===== config.mk =====
export PLATFORM = sky130hd
export DESIGN_NAME = core_axi_rd_arbiter
export DESIGN_NICKNAME = d
export VERILOG_FILES = /design/src/rtl/core_axi_rd_arbiter.sv
export SDC_FILE = /design/constraint.sdc
export NUM_CORES = 1
export LEC_CHECK = 0
export CORE_AREA = 4 4 104 81
export CTS_BUF_LIST = sky130_fd_sc_hd__clkbuf_2 sky130_fd_sc_hd__clkbuf_4 sky130_fd_sc_hd__clkbuf_8
export DETAILED_ROUTE_END_ITERATION = 12
export DIE_AREA = 0 0 108 85
export PLACE_DENSITY = 0.71
export REMOVE_ABC_BUFFERS = 1
export SLEW_MARGIN = 0
export SYNTH_ARGS = -nofsm -noshare
export SYNTH_HDL_FRONTEND = slang
export SYNTH_SLANG_ARGS = --single-unit

===== constraint.sdc =====
create_clock -name CLK -period 2 [get_ports CLK]
set_input_delay 0.4 -clock CLK [delete_from_list [all_inputs] [get_ports CLK]]
set_output_delay 0.4 -clock CLK [all_outputs]
set_load 0.02 [all_outputs]

===== src/rtl/core_axi_rd_arbiter.sv =====
// Two-master AXI-lite read-channel arbiter. Master 0 is instruction fetch and
// master 1 is the load/store unit. One read is outstanding at a time. The
// granted master sees ARREADY and RVALID together in a single completion cycle.
// Optional feature: define ARB_ROUND_ROBIN_EN for round-robin tie-breaking.
// Without it, master 1 wins every tie.
module core_axi_rd_arbiter #(
    parameter int unsigned AXI_AWIDTH = 4,
    parameter int unsigned AXI_DWIDTH = 32
) (
    input  logic                  CLK,
    input  logic                  RST,
    input  logic [AXI_AWIDTH-1:0] M0_ARADDR,
    input  logic                  M0_ARVALID,
    output logic                  M0_ARREADY,
    output logic [AXI_DWIDTH-1:0] M0_RDATA,
    output logic [1:0]            M0_RRESP,
    output logic                  M0_RVALID,
    input  logic                  M0_RREADY,
    input  logic [AXI_AWIDTH-1:0] M1_ARADDR,
    input  logic                  M1_ARVALID,
    output logic                  M1_ARREADY,
    output logic [AXI_DWIDTH-1:0] M1_RDATA,
    output logic [1:0]            M1_RRESP,
    output logic                  M1_RVALID,
    input  logic                  M1_RREADY,
    output logic [AXI_AWIDTH-1:0] S_ARADDR,
    output logic                  S_ARVALID,
    input  logic                  S_ARREADY,
    input  logic [AXI_DWIDTH-1:0] S_RDATA,
    input  logic [1:0]            S_RRESP,
    input  logic                  S_RVALID,
    output logic                  S_RREADY,
    output logic [1:0]            GRANT,
    output logic                  BUSY
);

    typedef enum logic [1:0] {StIdle, StAddr, StData, StResp} state_e;

    localparam logic [31:0] ResetData = 32'hDEADBEEF;

    state_e                  state_q;
    logic [1:0]              grant_q;
    logic [1:0]              strobe_q;   // per-master ARREADY/RVALID completion strobe
    logic [AXI_AWIDTH-1:0]   s_araddr_q;
    logic                    s_arvalid_q;
    logic                    s_rready_q;
    logic [AXI_DWIDTH-1:0]   rdata_q;
    logic [1:0]              rresp_q;
    logic                    pick_m1;
    logic                    resp_done;
`ifdef ARB_ROUND_ROBIN_EN
    logic                    last_q;     // 1: master 1 won the most recent grant
`endif

    // Winner selection in IDLE and RESP exit condition for the granted master.
    always_comb begin
        pick_m1 = 1'b0;
`ifdef ARB_ROUND_ROBIN_EN
        pick_m1 = M1_ARVALID && (!M0_ARVALID || !last_q);
`else
        pick_m1 = M1_ARVALID;
`endif
        resp_done = (grant_q[0] && (M0_RREADY || !M0_ARVALID)) ||
                    (grant_q[1] && (M1_RREADY || !M1_ARVALID));
    end

    // Transaction FSM with registered slave-side and master-side handshakes.
    always_ff @(posedge CLK) begin
        if (RST) begin
            state_q     <= StIdle;
            grant_q     <= 2'b00;
            strobe_q    <= 2'b00;
            s_araddr_q  <= '0;
            s_arvalid_q <= 1'b0;
            s_rready_q  <= 1'b0;
            rdata_q     <= AXI_DWIDTH'(ResetData);
            rresp_q     <= 2'b00;
`ifdef ARB_ROUND_ROBIN_EN
            last_q      <= 1'b1;
`endif
        end else begin
            case (state_q)
                StIdle: begin
                    if (M0_ARVALID || M1_ARVALID) begin
                        grant_q     <= pick_m1 ? 2'b10 : 2'b01;
                        s_araddr_q  <= pick_m1 ? M1_ARADDR : M0_ARADDR;
                        s_arvalid_q <= 1'b1;
                        state_q     <= StAddr;
`ifdef ARB_ROUND_ROBIN_EN
                        last_q      <= pick_m1;
`endif
                    end
                end
                StAddr: begin
                    if (S_ARREADY) begin
                        s_arvalid_q <= 1'b0;
                        s_rready_q  <= 1'b1;
                        state_q     <= StData;
                    end
                end
                StData: begin
                    // Slave read always completes, even if the master has gone away.
                    if (S_RVALID) begin
                        rdata_q    <= S_RDATA;
                        rresp_q    <= S_RRESP;
                        s_rready_q <= 1'b0;
                        strobe_q   <= grant_q;
                        state_q    <= StResp;
                    end
                end
                StResp: begin
                    if (resp_done) begin
                        grant_q  <= 2'b00;
                        strobe_q <= 2'b00;
                        state_q  <= StIdle;
                    end
                end
                default: state_q <= StIdle;
            endcase
        end
    end

    assign M0_ARREADY = strobe_q[0];
    assign M0_RVALID  = strobe_q[0];
    assign M1_ARREADY = strobe_q[1];
    assign M1_RVALID  = strobe_q[1];
    assign M0_RDATA   = rdata_q;
    assign M1_RDATA   = rdata_q;
    assign M0_RRESP   = rresp_q;
    assign M1_RRESP   = rresp_q;
    assign S_ARADDR   = s_araddr_q;
    assign S_ARVALID  = s_arvalid_q;
    assign S_RREADY   = s_rready_q;
    assign GRANT      = grant_q;
    assign BUSY       = (state_q != StIdle);

endmodule


Word level (Yosys, flattened, before mapping)

Cells that the tools add are included.

Mux-type cells: 17
Reductions and logical operators: 21
Eq/ne operators: 7

Operators by type and width:

| operator                                                              | number |
|---|---|
| 2-bit two-way mux                                                     | 7 |
| 3-bit AND reduction                                                   | 4 |
| 2-bit nonzero test                                                    | 5 |
| 2-bit != test, second input constant                                  | 4 |
| 2-bit one-hot mux with 2 select lines                                 | 2 |
| 2-bit one-hot mux with 4 select lines                                 | 1 |
| 2-bit equality test, second input constant                            | 2 |
| 1-bit logical OR                                                      | 4 |
| 1-bit two-way mux                                                     | 4 |
| 4-bit two-way mux                                                     | 1 |
| 1-bit one-hot mux with 2 select lines                                 | 2 |
| 2-bit AND reduction                                                   | 2 |
| 4-bit AND reduction                                                   | 1 |
| 2-bit by 1-bit equality test with 1-bit output, second input constant | 1 |
| 1-bit logical AND                                                     | 2 |
| 1-bit zero test                                                       | 2 |
| 2-bit zero test                                                       | 1 |

Logic and storage cells: 53
Bits in registers: 46
Bits of input ports: 50

Depth between registers and ports, before layout

Depth after elaboration: 6
Depth in mapped cells: 7
Depth with buffers taken out: 6

Least setup slack after synthesis

Ideal clock, no wire load.

Path type: reg-to-reg
From: register state_q[0]
To: register state_q[1]
Period minus slack after synthesis: 1.474 ns
Cell stages (with the launch flop): 7
Setup time: 0.070 ns
Arrival: 1.404 ns
Slack: 0.526 ns
Data required time: 1.930 ns
Cells stage by stage: dfxtp_1 > inv_1 > ha_1 > inv_2 > o311ai_2 > or3b_1 > a21oi_1

Word-level cells in the longest chain between the ends: 3
Elaborated cells between the ends (all ways): 10
Classes of those cells: eq/ne (7); mux (1); reduce/logical (2)

Ends and longest elaborated chain:

| what                                              | line | source |
|---|---|---|
| from (decl)                                       | 41   | `state_e state_q;` |
| from (signal assigned)                            | 70   | `state_q <= StIdle;` |
| from (signal assigned)                            | 88   | `state_q <= StAddr;` |
| from (signal assigned)                            | 98   | `state_q <= StData;` |
| 2-bit equality test, or another cell as far along | 82   | `case (state_q)` |
| 2-bit != test (no line)                           | -    |  |
| 4-bit AND reduction (no line)                     | -    |  |

Parallel ways exist; a longest one is shown, timed or not.
A chain may end at the register's enable or synchronous reset.

Worst setup path after layout

From: register state_q[0]
To: output port BUSY

Word-level cells in the longest chain between the ends: 1

Ends and longest elaborated chain:

| what               | line | source |
|---|---|---|
| 2-bit nonzero test | 135  | `assign BUSY = (state_q != StIdle);` |
| to (decl)          | 34   | `output logic BUSY` |

No other way between the ends.

==> results.tsv <==
metric	value	unit
setup_violations	0	
yosysTopAreaCell	dfxtp_1	
power_density	1010	nW/um^2
synth_area_leaders	dfxtp_1, nand2_1, buf_4	
min_period	1860	ps
layout-drive-gt1-share	6.80	%
final_nets	407	
power.leakage	0.00140	uW
timing.setup.critical_path_class	flip-flop to primary output	
synthCells	257	
max-vdd-ir-drop	0.459	mV
area_delta_synth_final	58.3	%
synthArstFlopShare	0	%
cp_max_fo	5	
cts.sink_count	46	
fin_crit_sh	92.8	%
cts_max_path_buffers	2	
synth.avg_cell_area	8.51	um^2
drt_pre_antenna_iters	3	
antenna_found_initial	0	
vias	1970	
rsz0062_at_grt	no	
place.gp.congestion	0.731	
worst_pin_slew	380	ps
ant_nets	0	
routed_wl	6040	um
end_kind	primary output	
grt_pass1_vias	1984	
ys.flop_type	dfxtp_1	
hold_depth	2	
final_max_slew_viol_count	0	
postCtsHoldBufs	0	
synth_top_area_share	42.1	%
fp.coreArea	7330	um^2
grt_max_degree	35	
status	complete, no violations	
fmax	539	MHz
hpwl	4740	um
final_core_util	47.2	%
cts-buffers-inserted	5	
rows	27	
clock_latency	290	ps
synth_edf_count	0	
final_cells	454	
die_w	108	um
ctsHtreeMaxLevel	2	
maxCapViolations	0	
grtUsageTotal	13.1	%
critPathSlowestCell	dfxtp_1	
final_cell_mix	clkdlybuf4s50_1, nand2_1, dfxtp_1	
syn_area	2190	um^2
pin_count	131	
root_buffer	clkbuf_8	
critPathArrivalTime	1460	ps
path_depth	4	
grt_overflow	0	
cts_tree	yes	
skew	5.54	ps
initialDrtViolationCount	41	
ys_seq_area_share	42.1	%
whs	468	ps
avgViaCountPerCell	4.34	
yosys_warnings	0	
ys_ff_latch	46	
grt_pass1_wl	9970	um
drc	0	
required	1600	ps
critPathLaunchType	flip-flop	
relSlewSlack	74.7	%
min_path_type	flip-flop to flip-flop	
ff2ff_path_depth	6	
synthDistinctLibCells	35	
port-buffer-count	130	
die_area	9180	um^2
diodes	0	
path_cells	inv_1 > ha_1 > inv_2 > dlygate4sd2_1	
floorplan.initialDensity	29.8	%
path_buf_inv	3	
cp_top_family	buffers and inverters	
dieHeight	85	um
critPathMaxStageDelay	370	ps
clk_pin_slew	90	ps
placed_cells	447	
final.setup.tns	0	ps
hold_viol_final	0	
wl_per_cell	13.3	um
mostFrequentLayoutCell	clkdlybuf4s50_1	
## per-stage QoR
step	setup WS (ps)	total power [uW]	area (um^2)
after floorplan	144	2030	1840
after global routing	49.5	3740	3460
after CTS	123	3560	3460
final	143	3500	3460
after global placement	131	2830	3350
after detailed placement	56.7	2860	3350
## power by group
| group | switching [uW] | internal [uW] | leakage [uW] |
|---|---|---|---|
| clock | 296 | 400 | 0.0000573 |
| combinational | 804 | 773 | 0.000963 |
| sequential | 137 | 1090 | 0.000375 |
| total | 1240 | 2270 | 0.00140 |
## cell usage after synthesis, drive strengths merged (3+ instances only)
cell	instances
dfxtp	46
inv	4
mux2i	4
ha	4
nand3b	24
nand2b	4
a21oi	17
nor2	6
o21ai	3
buf	44
nand2	73
a211oi	6
clkbuf	6
## routing by layer
layer / part of all wire (%) / wire [um] / global-route usage, %
met1: 44 / 2680 / 17.4
met2: 47 / 2840 / 21.7
met3: 8.0 / 486 / 3.35
met4: 0.60 / 36 / 2.41
met5: 0 / 0 / 0
## final timing paths
| kind | startpoint | slack, ps | endpoint |
|---|---|---|---|
| setup / recovery | state_q[0]$_SDFFE_PP0P_ | 140 | BUSY |
| hold reg to reg | M0_RDATA[29]$_SDFFE_PP0P_ | 470 | M0_RDATA[29]$_SDFFE_PP0P_ |
| hold / removal | M0_RDATA[29]$_SDFFE_PP0P_ | 470 | M0_RDATA[29]$_SDFFE_PP0P_ |
| setup reg to reg | state_q[0]$_SDFFE_PP0P_ | 430 | state_q[1]$_SDFFE_PP0P_ |
## worst min-delay path, cell delays in order, from the launching register on
cell     delay [ps]
dfxtp_1         330
nand2_1          50
a21oi_1          50
## cells by family after synthesis
group	count (synthesis)	share of synthesized area (%)
mux	4	1.83
fa+ha+maj	4	2.29
buf+inv	54	16.4
compound gates	37	12.8
simple gates	112	24.6
flops	46	42.1
## final cells by class
class	instances	area, um^2
fill	723	3870
timing repair buffer	139	1380
sequential	46	921
multi-input combinational	157	907
tap	101	126
clock buffer	6	82.6
clock inverter	1	30.0
inverter	4	15.0
## sequential cells by signal, summed over array words and instances (netlist names)
signal	flops
GRANT	2
M0_RDATA	32
M0_RRESP	2
S_ARADDR	4
S_ARVALID	1
S_RREADY	1
state_q	2
strobe_q	2
## repair_timing
| action | CTS | global route |
|---|---|---|
| buffers inserted | 0 | 0 |
| resized for setup | 1 | 0 |
| endpoints found under the setup margin | 1 | 0 |
No activity file was read; power rests on OpenSTA's default activity.
